File: config.mk
export PLATFORM = sky130hd
export DESIGN_NAME = cache_refill_ctrl_flat
export DESIGN_NICKNAME = d
export VERILOG_FILES = /design/src/rtl/cache_refill_ctrl_if.sv /design/src/rtl/cache_refill_ctrl.sv /design/src/flat_wrapper.sv
export SDC_FILE = /design/constraint.sdc
export NUM_CORES = 1
export LEC_CHECK = 0
export BUFFER_PORTS_ARGS = -buffer_cell sky130_fd_sc_hd__buf_2
export CAP_MARGIN = 15
export CELL_PAD_IN_SITES_DETAIL_PLACEMENT = 0
export CELL_PAD_IN_SITES_GLOBAL_PLACEMENT = 2
export CORE_MARGIN = 4
export CORE_UTILIZATION = 30
export CTS_BUF_LIST = sky130_fd_sc_hd__clkbuf_4 sky130_fd_sc_hd__clkbuf_8
export DETAILED_ROUTE_END_ITERATION = 10
export PLACE_DENSITY = 0.7
export SYNTH_ARGS = -nofsm -noshare
export SYNTH_HDL_FRONTEND = slang
export SYNTH_SLANG_ARGS = --single-unit
File: constraint.sdc
create_clock -name clk -period 2.25 [get_ports clk]
set_input_delay 0.1125 -clock clk [delete_from_list [all_inputs] [get_ports clk]]
set_output_delay 0.1125 -clock clk [all_outputs]
set_load 0.01 [all_outputs]
File: src/rtl/cache_refill_ctrl_if.sv
// cache_refill_ctrl_if: miss request, memory read port and cache fill bundle.
// master = refill controller side, slave = cache/memory environment side.
interface cache_refill_ctrl_if #(
   parameter int ADDR_W = 32,
   parameter int WORD_W = 32,
   parameter int WORDS  = 4
);
   logic                      miss_req;
   logic [ADDR_W-1:0]         miss_addr;
   logic                      busy;
   logic                      mem_req;
   logic [ADDR_W-1:0]         mem_addr;
   logic                      mem_gnt;
   logic                      mem_rvalid;
   logic [WORD_W-1:0]         mem_rdata;
   logic                      fill_we;
   logic [ADDR_W-1:0]         fill_addr;
   logic [WORDS*WORD_W-1:0]   fill_block;
   logic [WORD_W-1:0]         fill_word;
   logic                      done;
   logic                      fwd_valid;
   logic [WORD_W-1:0]         fwd_data;

   modport master (
      input  miss_req, miss_addr,
      input  mem_gnt, mem_rvalid, mem_rdata,
      output busy, mem_req, mem_addr,
      output fill_we, fill_addr, fill_block, fill_word,
      output done, fwd_valid, fwd_data
   );

   modport slave (
      output miss_req, miss_addr,
      output mem_gnt, mem_rvalid, mem_rdata,
      input  busy, mem_req, mem_addr,
      input  fill_we, fill_addr, fill_block, fill_word,
      input  done, fwd_valid, fwd_data
   );
endinterface

File: src/rtl/cache_refill_ctrl.sv
// cache_refill_ctrl: fetches a missing line word by word and writes it to the cache.
// Build macro CRITICAL_WORD_FIRST_EN: fetch the requested word first and forward it early.
module cache_refill_ctrl #(
   parameter int ADDR_W = 32,
   parameter int WORD_W = 32,
   parameter int WORDS  = 4
) (
   input  logic                clk,
   input  logic                rst_n,
   cache_refill_ctrl_if.master rf_io
);
   localparam int OFF_W  = $clog2(WORD_W / 8);
   localparam int CW     = $clog2(WORDS);
   localparam int BASE_W = ADDR_W - CW - OFF_W;

   typedef enum logic [1:0] {
      IDLE,
      REQ,
      WAIT,
      FILL
   } state_e;

   state_e                         state_q;
   logic [BASE_W-1:0]              base_q;
   logic [CW-1:0]                  cnt_q;
   logic [CW-1:0]                  beats_q;
   logic [CW-1:0]                  crit_q;
   logic                           busy_q;
   logic                           mem_req_q;
   logic [ADDR_W-1:0]              mem_addr_q;
   logic                           fill_we_q;
   logic                           done_q;
   logic [ADDR_W-1:0]              fill_addr_q;
   logic [WORDS-1:0][WORD_W-1:0]   line_q;
   logic [WORD_W-1:0]              fill_word_q;

   logic [WORDS-1:0][WORD_W-1:0]   line_d;
   logic [CW-1:0]                  start_d;
   logic [CW-1:0]                  cnt_inc;
   logic                           last_beat;

`ifdef CRITICAL_WORD_FIRST_EN
   logic                           fwd_valid_q;
   logic [WORD_W-1:0]              fwd_data_q;
`endif

   always_comb begin
      line_d = line_q;
      line_d[cnt_q] = rf_io.mem_rdata;
   end

`ifdef CRITICAL_WORD_FIRST_EN
   assign start_d = rf_io.miss_addr[OFF_W +: CW];
`else
   assign start_d = '0;
`endif

   assign cnt_inc   = cnt_q + CW'(1);
   assign last_beat = (beats_q == CW'(WORDS - 1));

   always_ff @(posedge clk or negedge rst_n) begin
      if (!rst_n) begin
         state_q     <= IDLE;
         base_q      <= '0;
         cnt_q       <= '0;
         beats_q     <= '0;
         crit_q      <= '0;
         busy_q      <= 1'b0;
         mem_req_q   <= 1'b0;
         mem_addr_q  <= '0;
         fill_we_q   <= 1'b0;
         done_q      <= 1'b0;
         fill_addr_q <= '0;
         line_q      <= '0;
         fill_word_q <= '0;
`ifdef CRITICAL_WORD_FIRST_EN
         fwd_valid_q <= 1'b0;
         fwd_data_q  <= '0;
`endif
      end else begin
         fill_we_q <= 1'b0;
         done_q    <= 1'b0;
`ifdef CRITICAL_WORD_FIRST_EN
         fwd_valid_q <= 1'b0;
`endif
         unique case (state_q)
            IDLE: begin
               if (rf_io.miss_req) begin
                  base_q     <= rf_io.miss_addr[ADDR_W-1 -: BASE_W];
                  crit_q     <= rf_io.miss_addr[OFF_W +: CW];
                  cnt_q      <= start_d;
                  beats_q    <= '0;
                  busy_q     <= 1'b1;
                  mem_req_q  <= 1'b1;
                  mem_addr_q <= {rf_io.miss_addr[ADDR_W-1 -: BASE_W],
                                 start_d, {OFF_W{1'b0}}};
                  state_q    <= REQ;
               end
            end
            REQ: begin
               if (rf_io.mem_gnt) begin
                  mem_req_q <= 1'b0;
                  state_q   <= WAIT;
               end
            end
            WAIT: begin
               if (rf_io.mem_rvalid) begin
                  line_q <= line_d;
`ifdef CRITICAL_WORD_FIRST_EN
                  if (beats_q == '0) begin
                     fwd_valid_q <= 1'b1;
                     fwd_data_q  <= rf_io.mem_rdata;
                  end
`endif
                  if (last_beat) begin
                     fill_we_q   <= 1'b1;
                     done_q      <= 1'b1;
                     fill_addr_q <= {base_q, {(CW + OFF_W){1'b0}}};
                     fill_word_q <= line_d[crit_q];
                     state_q     <= FILL;
                  end else begin
                     cnt_q      <= cnt_inc;
                     beats_q    <= beats_q + CW'(1);
                     mem_req_q  <= 1'b1;
                     mem_addr_q <= {base_q, cnt_inc, {OFF_W{1'b0}}};
                     state_q    <= REQ;
                  end
               end
            end
            FILL: begin
               busy_q  <= 1'b0;
               state_q <= IDLE;
            end
            default: state_q <= IDLE;
         endcase
      end
   end

   assign rf_io.busy       = busy_q;
   assign rf_io.mem_req    = mem_req_q;
   assign rf_io.mem_addr   = mem_addr_q;
   assign rf_io.fill_we    = fill_we_q;
   assign rf_io.done       = done_q;
   assign rf_io.fill_addr  = fill_addr_q;
   assign rf_io.fill_block = line_q;
   assign rf_io.fill_word  = fill_word_q;

`ifdef CRITICAL_WORD_FIRST_EN
   assign rf_io.fwd_valid = fwd_valid_q;
   assign rf_io.fwd_data  = fwd_data_q;
`else
   assign rf_io.fwd_valid = 1'b0;
   assign rf_io.fwd_data  = '0;
`endif
endmodule

File: src/flat_wrapper.sv
// flat-port wrapper written by rule: the top's interface ports become plain ports
module cache_refill_ctrl_flat 
#(
   parameter int ADDR_W = 32,
   parameter int WORD_W = 32,
   parameter int WORDS  = 4
)
  (clk, rst_n, rf_io_miss_req, rf_io_miss_addr, rf_io_mem_gnt, rf_io_mem_rvalid, rf_io_mem_rdata, rf_io_busy, rf_io_mem_req, rf_io_mem_addr, rf_io_fill_we, rf_io_fill_addr, rf_io_fill_block, rf_io_fill_word, rf_io_done, rf_io_fwd_valid, rf_io_fwd_data);
  cache_refill_ctrl_if #(.ADDR_W(ADDR_W), .WORD_W(WORD_W), .WORDS(WORDS)) rf_io_i ();
  input  logic clk;
  input  logic rst_n;
  input wire logic [$bits(rf_io_i.miss_req)-1:0] rf_io_miss_req;
  input wire logic [$bits(rf_io_i.miss_addr)-1:0] rf_io_miss_addr;
  input wire logic [$bits(rf_io_i.mem_gnt)-1:0] rf_io_mem_gnt;
  input wire logic [$bits(rf_io_i.mem_rvalid)-1:0] rf_io_mem_rvalid;
  input wire logic [$bits(rf_io_i.mem_rdata)-1:0] rf_io_mem_rdata;
  output wire logic [$bits(rf_io_i.busy)-1:0] rf_io_busy;
  output wire logic [$bits(rf_io_i.mem_req)-1:0] rf_io_mem_req;
  output wire logic [$bits(rf_io_i.mem_addr)-1:0] rf_io_mem_addr;
  output wire logic [$bits(rf_io_i.fill_we)-1:0] rf_io_fill_we;
  output wire logic [$bits(rf_io_i.fill_addr)-1:0] rf_io_fill_addr;
  output wire logic [$bits(rf_io_i.fill_block)-1:0] rf_io_fill_block;
  output wire logic [$bits(rf_io_i.fill_word)-1:0] rf_io_fill_word;
  output wire logic [$bits(rf_io_i.done)-1:0] rf_io_done;
  output wire logic [$bits(rf_io_i.fwd_valid)-1:0] rf_io_fwd_valid;
  output wire logic [$bits(rf_io_i.fwd_data)-1:0] rf_io_fwd_data;
  assign rf_io_i.miss_req = rf_io_miss_req;
  assign rf_io_i.miss_addr = rf_io_miss_addr;
  assign rf_io_i.mem_gnt = rf_io_mem_gnt;
  assign rf_io_i.mem_rvalid = rf_io_mem_rvalid;
  assign rf_io_i.mem_rdata = rf_io_mem_rdata;
  assign rf_io_busy = rf_io_i.busy;
  assign rf_io_mem_req = rf_io_i.mem_req;
  assign rf_io_mem_addr = rf_io_i.mem_addr;
  assign rf_io_fill_we = rf_io_i.fill_we;
  assign rf_io_fill_addr = rf_io_i.fill_addr;
  assign rf_io_fill_block = rf_io_i.fill_block;
  assign rf_io_fill_word = rf_io_i.fill_word;
  assign rf_io_done = rf_io_i.done;
  assign rf_io_fwd_valid = rf_io_i.fwd_valid;
  assign rf_io_fwd_data = rf_io_i.fwd_data;
  cache_refill_ctrl #(.ADDR_W(ADDR_W), .WORD_W(WORD_W), .WORDS(WORDS)) u_core (.clk(clk), .rst_n(rst_n), .rf_io(rf_io_i));
endmodule
==> Yosys cells after proc, flatten, opt, wreduce, memory -nomap -nowiden <==
Index checks and enable logic that the tools add are counted.
W data, S select, Z words.
{ "word_totals": {"reg_bits": 259, "latch_bits": 0, "mem_bits_rw": 0, "romBits": 0, "word_cells": 70, "n_memories": 0} }
{ "classes": {"n_addsub": 2, "n_mul": 0, "n_div": 0, "magnitude_cmp": 3, "eq_ne": 8, "shifts": 0, "mux": 30, "n_bitwise": 0, "n_reduce_logical": 12} }
{ "ops": {"columns": ["operator", "count"], "rows": [
  ["$mux W32", 5],
  ["$bwmux W128", 1],
  ["$bmux W32 S2", 1],
  ["$demux W32 S2", 1],
  ["$pmux W32 S2", 1],
  ["$mux W2", 9],
  ["$ne A2 B2 Y1 const B", 4],
  ["$pmux W2 S2", 2],
  ["$pmux W2 S4", 1],
  ["$mux W1", 7],
  ["$eq A2 B2 Y1 const B", 3],
  ["$lt A2 B3 Y1 const B", 2],
  ["$reduce_and A2 Y1", 3],
  ["$reduce_and A3 Y1", 2],
  ["$reduce_and A5 Y1", 1],
  ["$add A2 B1 Y2 const B", 2],
  ["$reduce_and A4 Y1", 1],
  ["$reduce_bool A2 Y1", 2],
  ["$pmux W1 S3", 1],
  ["$reduce_bool A3 Y1", 1],
  ["$eq A2 B1 Y1 const B", 1],
  ["$ge A2 B1 Y1 const B", 1],
  ["$logic_not A2 Y1", 1],
  ["$pmux W1 S2", 1],
  ["$logic_and A1 B1 Y1", 1]
]} }

==> Depth between registers and ports, before layout <==
Gate-level depths: netlist (run 1).
{ "logic_depth": {"ltp_word": 7, "depth_mapped": 7, "depth_no_buf": 5} }

==> Worst setup path after synthesis (run 1) <==
No wires, ideal clock.
{ "synth_path": {"path_kind": "register to register", "start": "reg u_core.cnt_q[0]", "end": "reg u_core.fill_word_q[24], in the netlist u_core.rf_io.fill_word[24]", "t_arrival_ns": 1.675, "t_required_ns": 2.124, "path_slack_ns": 0.449, "stages_incl_launch_ff": 8, "cell_sequence": "dfrtp_1 inv_1 ha_1 buf_2 buf_4 mux2_2 o22ai_1 o31ai_1"} }
{ "synth_between": {"elab_chain_cells": 7, "word_cells_on_any_way": 8} }
{ "synth_rtl": {"columns": ["item", "line", "rtl"], "rows": [
  ["start, declared", "cache_refill_ctrl.sv:25", "logic [CW-1:0] cnt_q;"],
  ["start signal, assigned", "cache_refill_ctrl.sv:91", "cnt_q <= start_d;"],
  ["start signal, assigned", "cache_refill_ctrl.sv:122", "cnt_q <= cnt_inc;"],
  ["$lt A2 B3 Y1 (not written as such) or $ge A2 B1 Y1 (tied branches)", "cache_refill_ctrl.sv:49", "line_d[cnt_q] = rf_io.mem_rdata;"],
  ["$logic_and A1 B1 Y1 (not written as such)", "cache_refill_ctrl.sv:49", null],
  ["$mux W32 (not written as such)", "cache_refill_ctrl.sv:49", null],
  ["$demux W32 S2 (*)", null, null],
  ["$bwmux W128 (*)", "cache_refill_ctrl.sv:49", null],
  ["$bmux W32 S2 (*)", "cache_refill_ctrl.sv:119", "fill_word_q <= line_d[crit_q];"],
  ["$mux W32 (not written as such) (*)", "cache_refill_ctrl.sv:119", null],
  ["end signal, assigned", "cache_refill_ctrl.sv:119", null],
  ["end, declared", "cache_refill_ctrl.sv:35", "logic [WORD_W-1:0] fill_word_q;"]
]} }
Every way passes the cells marked *; elsewhere a longest branch is shown, timed or not. The select of a mux whose other input is x is not followed.
A chain may end at the register's enable or synchronous reset.

==> Worst setup path after layout (run 1) <==
{ "layout_path": {"start": "reg u_core.state_q[1]", "end": "reg u_core.mem_addr_q[22], in the netlist u_core.rf_io.mem_addr[22]"} }
{ "layout_between": {"elab_chain_cells": 3, "word_cells_on_any_way": 8} }
{ "layout_rtl": {"columns": ["item", "line", "rtl"], "rows": [
  ["start, declared", "cache_refill_ctrl.sv:23", "state_e state_q;"],
  ["start signal, assigned", "cache_refill_ctrl.sv:63", "state_q <= IDLE;"],
  ["start signal, assigned", "cache_refill_ctrl.sv:97", "state_q <= REQ;"],
  ["start signal, assigned", "cache_refill_ctrl.sv:103", "state_q <= WAIT;"],
  ["$eq A2 B2 Y1 or $logic_not A2 Y1 (tied branches)", "cache_refill_ctrl.sv:86", "unique case (state_q)"],
  ["$ne A2 B2 Y1 (no line) or $reduce_bool A2 Y1 (tied branches)", null, null],
  ["$reduce_and A4 Y1 (no line)", null, null],
  ["end signal, assigned", "cache_refill_ctrl.sv:95", "mem_addr_q <= {rf_io.miss_addr[ADDR_W-1 -: BASE_W],"],
  ["end signal, assigned", "cache_refill_ctrl.sv:125", "mem_addr_q <= {base_q, cnt_inc, {OFF_W{1'b0}}};"],
  ["end, declared", "cache_refill_ctrl.sv:30", "logic [ADDR_W-1:0] mem_addr_q;"]
]} }
Parallel ways exist; a longest one is shown, timed or not.

==> flow_summary.ini, run 1 <==
[status]
outcome = complete, no violations

[power]
p_leak_nw = 8.20
pwr-share-seq = 0.359
p_switching_mw = 7.50
peakVddDrop_mv = 0.682
clkPwrFrac = 0.221
power_density_nw_per_um2 = 1290
switching_share = 0.361
internal_power_mw = 13.3
combPwrFrac = 0.420

[grt]
grt_max_degree = 62
grt_pass1_wl_um = 58000
antenna_found_initial = 1
overflow = 0
grt_pass1_vias = 9310
gr-usage-all-layers = 0.168

[sta]
fin_crit_sh = 0.845
fin_tns_setup_ps = 0
holdWs_ps = 71.2
rsz0062_at_grt = false
tightest_slew_ps = 536
fmax_ghz = 0.526
maxSlewViolCount = 0
period_needed_ps = 1900
finalWorstSetupSlack_ps = 349
slew_headroom = 0.642
report.final.setup_viol = 0
clock_skew_ps = 21.4
hold_violations = 0

[setup_path]
path_max_fanout = 28
end_kind = flip-flop
cp-start-kind = flip-flop
worstSetupPathType = flip-flop to flip-flop
crit_buf_inv = 2
cp_cell_sequence = buf_4 -> nand2b_1 -> a21oi_4 -> buf_12 -> mux2_2
crit_start = u_core.state_q[1]
path_delay_family = flip-flops
cpMaxStageDelayCell = dfrtp_1
worstPathArrival_ps = 2360
required_ps = 2700
critPathMaxStageDelay_ps = 470
r2r-start = u_core.state_q[1]

[clocking]
worst_skew_pair.late_latency_ps = 590
cts.sinks = 255
root_buffer = clkbuf_8
clock_path_buffers = 3
cts_tree = yes
cts-htree-levels = 2
clk_pin_slew_worst_paths_ps = 60
numCtsBuffers = 48

[cells_and_area]
instances_no_fill = 1841
design_area_um2 = 16100
drive_gt1_frac = 0.544
syn2layout_area_growth_pct = 30.3
nFillCells = 4040
nets = 1353

[die]
core_area_um2 = 40700
die_x_um = 211
die_area_um2 = 44500
start_util = 0.303
die_h_um = 211
ios = 330
std_cell_rows = 74

[synthesis]
synth_ff_type = dfrtp_1
avgSynthCellArea_um2 = 13.6
async_flop_share = 1.00
ys_seq_elements = 255
ys_seq_area_frac = 0.517
yosysUniqueCellTypes = 30
synth-warning-count = 0
synth_edf_count = 0
synthesis.area_um2 = 12300
synthCells = 905

[flow_run]
maxCapViolCount = 0

[placed_design]
gp_congestion = 0.727
post_dp_cell_area_um2 = 14400
dp_hpwl_um = 24100
place_ws_ps = 370
port_buffers = 288
place_inst = 1692

[routing]
drc = 0
vias = 8746
drt_pre_antenna_iters = 4
drtIter0Drc = 333
finalWirelength_um = 38300
ant_nets = 0
wl_per_cell_um = 20.8
via_per_inst = 4.75

[worst_hold_path]
hp-class = input pin to asynchronous set/reset pin
final cells by class:
cell class | instances | area, um2 | area share
antenna | 1 | 2.50 | 0.000156
clock buffer | 79 | 950 | 0.0591
clock inverter | 2 | 12.5 | 0.000778
inverter | 6 | 22.5 | 0.00140
multi-input combinational | 581 | 5470 | 0.340
sequential | 255 | 6380 | 0.397
tap | 532 | 666 | 0.0414
timing repair buffer | 385 | 2570 | 0.160
per-stage QoR:
step,power (mW),util
after floorplan,12.8,-
after global placement,16.2,0.355
after detailed placement,16.3,0.355
after CTS,21.1,0.395
after global routing,22.1,0.395
final,20.8,0.395
layer usage:
layer | up-vias | global-route usage | routed length, um
met2 | 257 | 0.263 | 17300
met5 | - | 0 | 0
met3 | 49 | 0.0555 | 3310
met4 | 0 | 0.0407 | 591
li1 | 3993 | - | -
met1 | 4447 | 0.229 | 17100
cell usage after synthesis (2+ instances only):
cell type,instances,area [um2]
o31ai_1,32,240
inv_1,6,22.5
a22o_1,32,280
o22ai_1,33,206
nor2_1,2,7.51
mux2_2,290,3270
a21oi_1,2,10.0
buf_2,28,140
nand2b_1,3,18.8
clkbuf_1,18,67.6
nor2b_1,4,25.0
mux2i_1,68,681
mux2_4,6,90.1
mux2_1,10,113
nand2_1,43,161
buf_6,12,135
buf_4,43,323
dfrtp_1,255,6380
ha_1,7,87.6
state kept, by name (all words and copies together) (netlist names):
name and flops:
u_core.crit_q 2, u_core.rf_io.busy 1, u_core.rf_io.fill_addr 28, u_core.rf_io.fill_we 1, u_core.state_q 2, u_core.rf_io.mem_req 1
u_core.rf_io.mem_addr 29, u_core.rf_io.fill_word 32, u_core.rf_io.fill_block 128, u_core.cnt_q 1, u_core.base_q 28, u_core.beats_q 2
worst reg2reg max path, delay by kind of cell, from the launching register on:
kind / cells / cell delay (ps)
compound gates: 1 / 280
buf+inv: 2 / 470
flops: 1 / 470
mux: 1 / 380
simple gates: 1 / 180
power by group through the flow:
stage	clock network, mW	logic [mW]	registers, mW
6_report	4.59	8.74	7.47
5_1_grt	4.96	9.49	7.71
4_1_cts	4.76	8.88	7.49
3_5_place_dp	0	8.76	7.55
3_3_place_gp	0	8.70	7.48
2_1_floorplan	0	4.92	7.87
final timing paths:
check                                                  end  slack, ps  cells after the start
worst max register to register   u_core.rf_io.mem_addr[22]        350                      5
min in group clk                          u_core.base_q[2]        300                      3
worst min register to register  u_core.rf_io.fill_word[31]        470                      2
max in group asynchronous       u_core.rf_io.fill_addr[22]       1470                      3
worst min-delay path            u_core.rf_io.fill_word[16]         70                      2
worst max-delay path             u_core.rf_io.mem_addr[22]        350                      5
cell families (layout without fill, tap and decap cells):
family,count (synthesis),in the layout,share of synthesized area
flops,255,255,0.517
compound gates,104,104,0.0627
other cells,1,40,0.000304
simple gates,57,57,0.0211
mux,374,374,0.336
fa+ha+maj,7,7,0.00709
buf+inv,107,472,0.0557
layout by cell type, fill, tap and decap left out, types with 33 or more instances in the layout:
cell type and instances:
clkbuf_8 57, dfrtp_1 255, mux2i_1 68, nand2_1 38, mux2_2 290, o22ai_1 33
buf_2 287, dlygate4sd3_1 67, conb_1 39
timing repair:
item                                    CTS  global route
buffers inserted                          0             0
endpoints found under the hold margin   467             0
hold buffers                             67             0
gates resized for setup                   0             0
endpoints found under the setup margin    0             0
No activity file was read; power rests on OpenSTA's default activity.
==> run 2: changes to the inputs <==
clock period = 1.8 ns   (was 2.25 ns; I/O delays follow)
==> run 2 against run 1 <==
Combinational power increased by 37%. Routed wire length up 4.8%. Global-route usage grew 0.70 points. Power up 32%. Final cell count increased by 2.1%. Critical path depth increased by 1. Worst setup slack worse by 290 ps. Largest cell class unchanged.
==> flow_summary.ini, run 2 (synthesis results as in run 1) <==
[grt]
grt_pass1_vias = 9418
overflow = 0
antenna_found_initial = 2
gr-usage-all-layers = 0.175
grt_pass1_wl_um = 60000
grt_max_degree = 90

[power]
p_total_mw = 27.4
peakVddDrop_mv = 0.770
p_leak_nw = 8.51
power_density_nw_per_um2 = 1640

[setup_path]
required_ps = 2280
worstPathArrival_ps = 2220
end_kind = flip-flop
worstSetupPathType = flip-flop to flip-flop
cp-start-kind = flip-flop
path_max_fanout = 6

[sta]
tightest_slew_ps = 828
holdWs_ps = 88.8
fmax_ghz = 0.574
period_needed_ps = 1740
finalWorstSetupSlack_ps = 56.6
maxSlewViolCount = 0
report.final.setup_viol = 0
fin_crit_sh = 0.969
slew_headroom = 0.447
hold_violations = 0
fin_tns_setup_ps = 0
clock_skew_ps = 22.0

[placed_design]
place_inst = 1712
place_ws_ps = -132
post_dp_cell_area_um2 = 14700
port_buffers = 288
gp_congestion = 0.739
dp_hpwl_um = 25600

[cells_and_area]
largest_reg_flops = 128
nets = 1388
most-common-layout-cells = mux2_2 (287), buf_2 (287), dfrtp_1 (253)
fin_util = 0.411
instances_no_fill = 1879
drive_gt1_frac = 0.563
design_area_um2 = 16700
nFillCells = 3979
syn2layout_area_growth_pct = 35.5

[clocking]
clock_path_buffers = 3
worst_skew_pair.late_latency_ps = 610
clk_pin_slew_worst_paths_ps = 60
cts-htree-levels = 2
cts.sinks = 255
root_buffer = clkbuf_8
cts_tree = yes
numCtsBuffers = 49

[routing]
finalWirelength_um = 40100
via_per_inst = 4.77
drtIter0Drc = 297
vias = 8957
ant_nets = 0
drc = 0
wl_per_cell_um = 21.3
drt_pre_antenna_iters = 6

[die]
die_area_um2 = 44500
die_h_um = 211
core_area_um2 = 40700
std_cell_rows = 74
start_util = 0.303
ios = 330
die_x_um = 211

[flow_run]
maxCapViolCount = 0

[status]
outcome = complete, no violations

[worst_hold_path]
hp-class = input pin to asynchronous set/reset pin
run 2: cell types whose count changed in the layout (fill, tap and decap cells not counted), moves of 4 or more:
cell | previous run | this run
buf_4 | 12 | 29
buf_12 | 18 | 27
clkbuf_8 | 57 | 62
ha_4 | 0 | 5
o31ai_1 | 32 | 27
o31ai_2 | 0 | 5
clkbuf_4 | 22 | 18
ha_2 | 4 | 0
run 2: repair_timing:
item,in CTS,in global routing
gates resized for setup,5,18
hold endpoints to repair,478,0
gates cloned,2,3
setup buffers,0,7
pin swaps,0,2
hold buffers,68,0
endpoints found under the setup margin,29,48
run 2: metal layers:
| metal | wire [um] | vias to the layer above | global-route usage |
|---|---|---|---|
| met5 | 13 | - | 0 |
| met4 | 902 | 2 | 0.0452 |
| met3 | 3080 | 61 | 0.0584 |
| met2 | 18100 | 282 | 0.270 |
| met1 | 17900 | 4541 | 0.240 |
| li1 | - | 4071 | - |
run 2: final timing paths:
| path | slack [ps] | from | endpoint | depth (start not counted) |
|---|---|---|---|---|
| max in group asynchronous | 730 | rst_n | u_core.rf_io.fill_block[123] | 4 |
| setup reg to reg | 60 | u_core.beats_q[1] | u_core.rf_io.mem_addr[28] | 6 |
| min in group clk | 270 | rf_io_miss_addr[19] | u_core.base_q[15] | 3 |
| hold reg to reg | 480 | u_core.rf_io.fill_word[21] | u_core.rf_io.fill_word[21] | 2 |
| hold / removal | 90 | rst_n | u_core.rf_io.fill_block[55] | 3 |
| setup / recovery | 60 | u_core.beats_q[1] | u_core.rf_io.mem_addr[28] | 6 |
run 2: worst max-delay path: stages, from the launching register on:
cell and delay (ps):
dfrtp_1 410, ha_4 180, nand3b_1 190, a21oi_4 190, buf_4 180, clkbuf_16 170
mux2_4 290
run 2: report_power, final:
| part | total (mW) | internal, mW | switching (mW) | leakage (nW) |
|---|---|---|---|---|
| Combinational | 12.0 | 6.23 | 5.72 | 4.65 |
| Clock | 6.14 | 3.58 | 2.56 | 0.555 |
| Sequential | 9.35 | 7.81 | 1.54 | 3.31 |
run 2: final cells by class:
cell class	instances	area [um2]	area share
Multi-Input combinational cell	582	5580	0.333
Clock inverter	5	52.6	0.00314
Clock buffer	80	988	0.0591
Inverter	6	27.5	0.00165
Timing Repair Buffer	418	3030	0.181
Tap cell	532	666	0.0398
Antenna cell	1	2.50	0.000150
Sequential cell	255	6380	0.382
==> run 3: changes to the inputs <==
ABC_AREA = 1   (was default)
CORE_UTILIZATION = 31   (was 30)
PLACE_DENSITY = 0.81   (was 0.7)
==> run 3 against run 2 <==
Worst hold slack better by 36 ps. Final cell count up 33%. First-iteration DRC count rose to 2.7 times the previous value. Register-to-register slack better by 40 ps. Largest cell class unchanged.
==> flow_summary.ini, run 3 <==
[synthesis]
ys_seq_area_frac = 0.499
synth_top_area_cell = dfrtp_1
yosys-top-cells-count = nand2_1 (540), nand3_1 (320), dfrtp_1 (255)
ys_seq_elements = 255
yosysUniqueCellTypes = 22
synth.area.top_cells = dfrtp_1 (50%), nand2_1 (16%), nand3_1 (13%)
synthesis.area_um2 = 12800
async_flop_share = 1.00
synthCells = 1577
synth_edf_count = 0
synthDominantCellAreaShare = 0.499
synth_ff_type = dfrtp_1
synth-warning-count = 0
synth_most_common_cell = nand2_1
avgSynthCellArea_um2 = 8.11

[clocking]
cts_setup_buffers = 0
worst_skew_pair.late_latency_ps = 610
cts.sinks = 255
cts_tree = yes
numCtsBuffers = 49
clk_pin_slew_worst_paths_ps = 60
clock_path_buffers = 3
cts-htree-levels = 2
root_buffer = clkbuf_8

[grt]
met3_usage = 0.0604
gr-max-usage-layer = met2
gr-usage-met1 = 0.271
gr-usage-all-layers = 0.201
grt_pass1_wl_um = 70500
grt_max_degree = 62
met2_usage = 0.317
grt_pass1_vias = 11900
antenna_found_initial = 2
overflow = 0

[cells_and_area]
layout_commonest_cell = nand2_1
nFillCells = 4218
seq_area_um2 = 6390
most-common-layout-cells = nand2_1 (540), nand3_1 (320), buf_2 (287)
multi_input_area_um2 = 5520
drive_gt1_frac = 0.231
nets = 2016
instances_no_fill = 2506
syn2layout_area_growth_pct = 30.6
largest_reg_flops = 128
fin_util = 0.409
design_area_um2 = 16700

[sta]
rsz0062_at_grt = true
clock_skew_ps = 21.1
fmax_ghz = 0.589
fin_tns_setup_ps = 0
period_needed_ps = 1700
report.final.setup_viol = 0
hold_violations = 0
maxSlewViolCount = 0
fin_crit_sh = 0.944

[placed_design]
post_dp_cell_area_um2 = 14900
port_buffers = 288
gp_congestion = 0.797
dp_hpwl_um = 29900
place_inst = 2348

[routing]
finalWirelength_um = 46300
wl_per_cell_um = 18.5
drtIter0Drc = 797
drt_pre_antenna_iters = 7
ant_nets = 0
vias = 12200
drc = 0
via_per_inst = 4.86

[setup_path]
worstPathArrival_ps = 2190
r2r-start = u_core.state_q[0]
end_kind = flip-flop
crit_start = u_core.state_q[0]
required_ps = 2290
path_max_fanout = 16
worstSetupPathType = flip-flop to flip-flop
cp-start-kind = flip-flop

[die]
start_util = 0.313
core_area_um2 = 40800
die_x_um = 211
die_h_um = 211
std_cell_rows = 74
die_area_um2 = 44600
ios = 330

[power]
peakVddDrop_mv = 0.737
p_leak_nw = 8.18
power_density_nw_per_um2 = 1790
p_total_mw = 29.9

[flow_run]
maxCapViolCount = 0

[worst_hold_path]
hp-class = input pin to asynchronous set/reset pin

[status]
outcome = complete, no violations
-- run 3: changes by cell type after synthesis, sizes merged, moves of 33 or more --
cell / change
nand2: +501
inv: +40
o22ai: -33
mux2i: -68
nor2: +35
mux2: -306
o21a: +127
nand3: +320
o21ai: +59
-- run 3: power breakdown --
group          internal, mW  leakage [nW]  total (mW)  switching, mW
logic                  5.43          4.74        13.5           8.04
clock network          3.42         0.533        6.00           2.58
registers              8.46          2.90        10.4           1.94
total                  17.3          8.18        29.9           12.6
-- run 3: critical path, cell delays in order (launching register included) --
cell and delay, ps:
dfrtp_1 460, nor2_4 150, nand2_4 110, buf_12 180, nor2_1 90, dlygate4sd3_1 560
a21oi_1 40
-- run 3: cell type report --
cell class                 count  share of cell area
tap                          532              0.0399
clock inverter                 3             0.00150
inverter                      46              0.0109
sequential                   255               0.382
antenna                        3            0.000450
timing repair buffer         419               0.176
multi-input combinational   1169               0.331
clock buffer                  79              0.0587
-- run 3: per-stage QoR --
step	worst slack [ps]	hold slack [ps]
floorplan	75.6	-206
global placement	84.1	37.5
detailed placement	31.1	34.9
CTS	-10.2	86.3
global route	-8.11	123
finish	101	125
-- run 3: routing by layer --
layer | routed length [um] | part of all wire
met1 | 20200 | 0.44
met2 | 21100 | 0.45
met3 | 4120 | 0.089
met4 | 904 | 0.020
met5 | 0 | 0
-- run 3: cells by family (layout without fill, tap and decap cells) --
family                   count (synthesis)  after routing  share of synthesized area
adder cells (fa/ha/maj)                  7              7                    0.00685
buffers and inverters                  191            547                     0.0837
AND/OR/NAND/NOR                        904            904                      0.299
flip-flops                             255            255                      0.499
AO/OA/AOI/OAI                          219            219                      0.111
other                                    1             42                   0.000293
-- run 3: final timing paths --
| check | endpoint | cells after the start | slack [ps] |
|---|---|---|---|
| setup / recovery | u_core.base_q[19] | 6 | 100 |
| hold / removal | u_core.rf_io.fill_block[73] | 3 | 120 |
| setup reg to reg | u_core.base_q[19] | 6 | 100 |
| hold reg to reg | u_core.rf_io.fill_word[11] | 2 | 470 |
| max in group asynchronous | u_core.state_q[1] | 3 | 1260 |
| min in group clk | u_core.base_q[15] | 4 | 280 |
-- run 3: repair_timing --
action | CTS | global route
resized for setup | 0 | 11
hold buffers | 71 | 0
endpoints found under the setup margin | 1 | 38
hold endpoints to repair | 479 | 0
gates cloned | 0 | 2
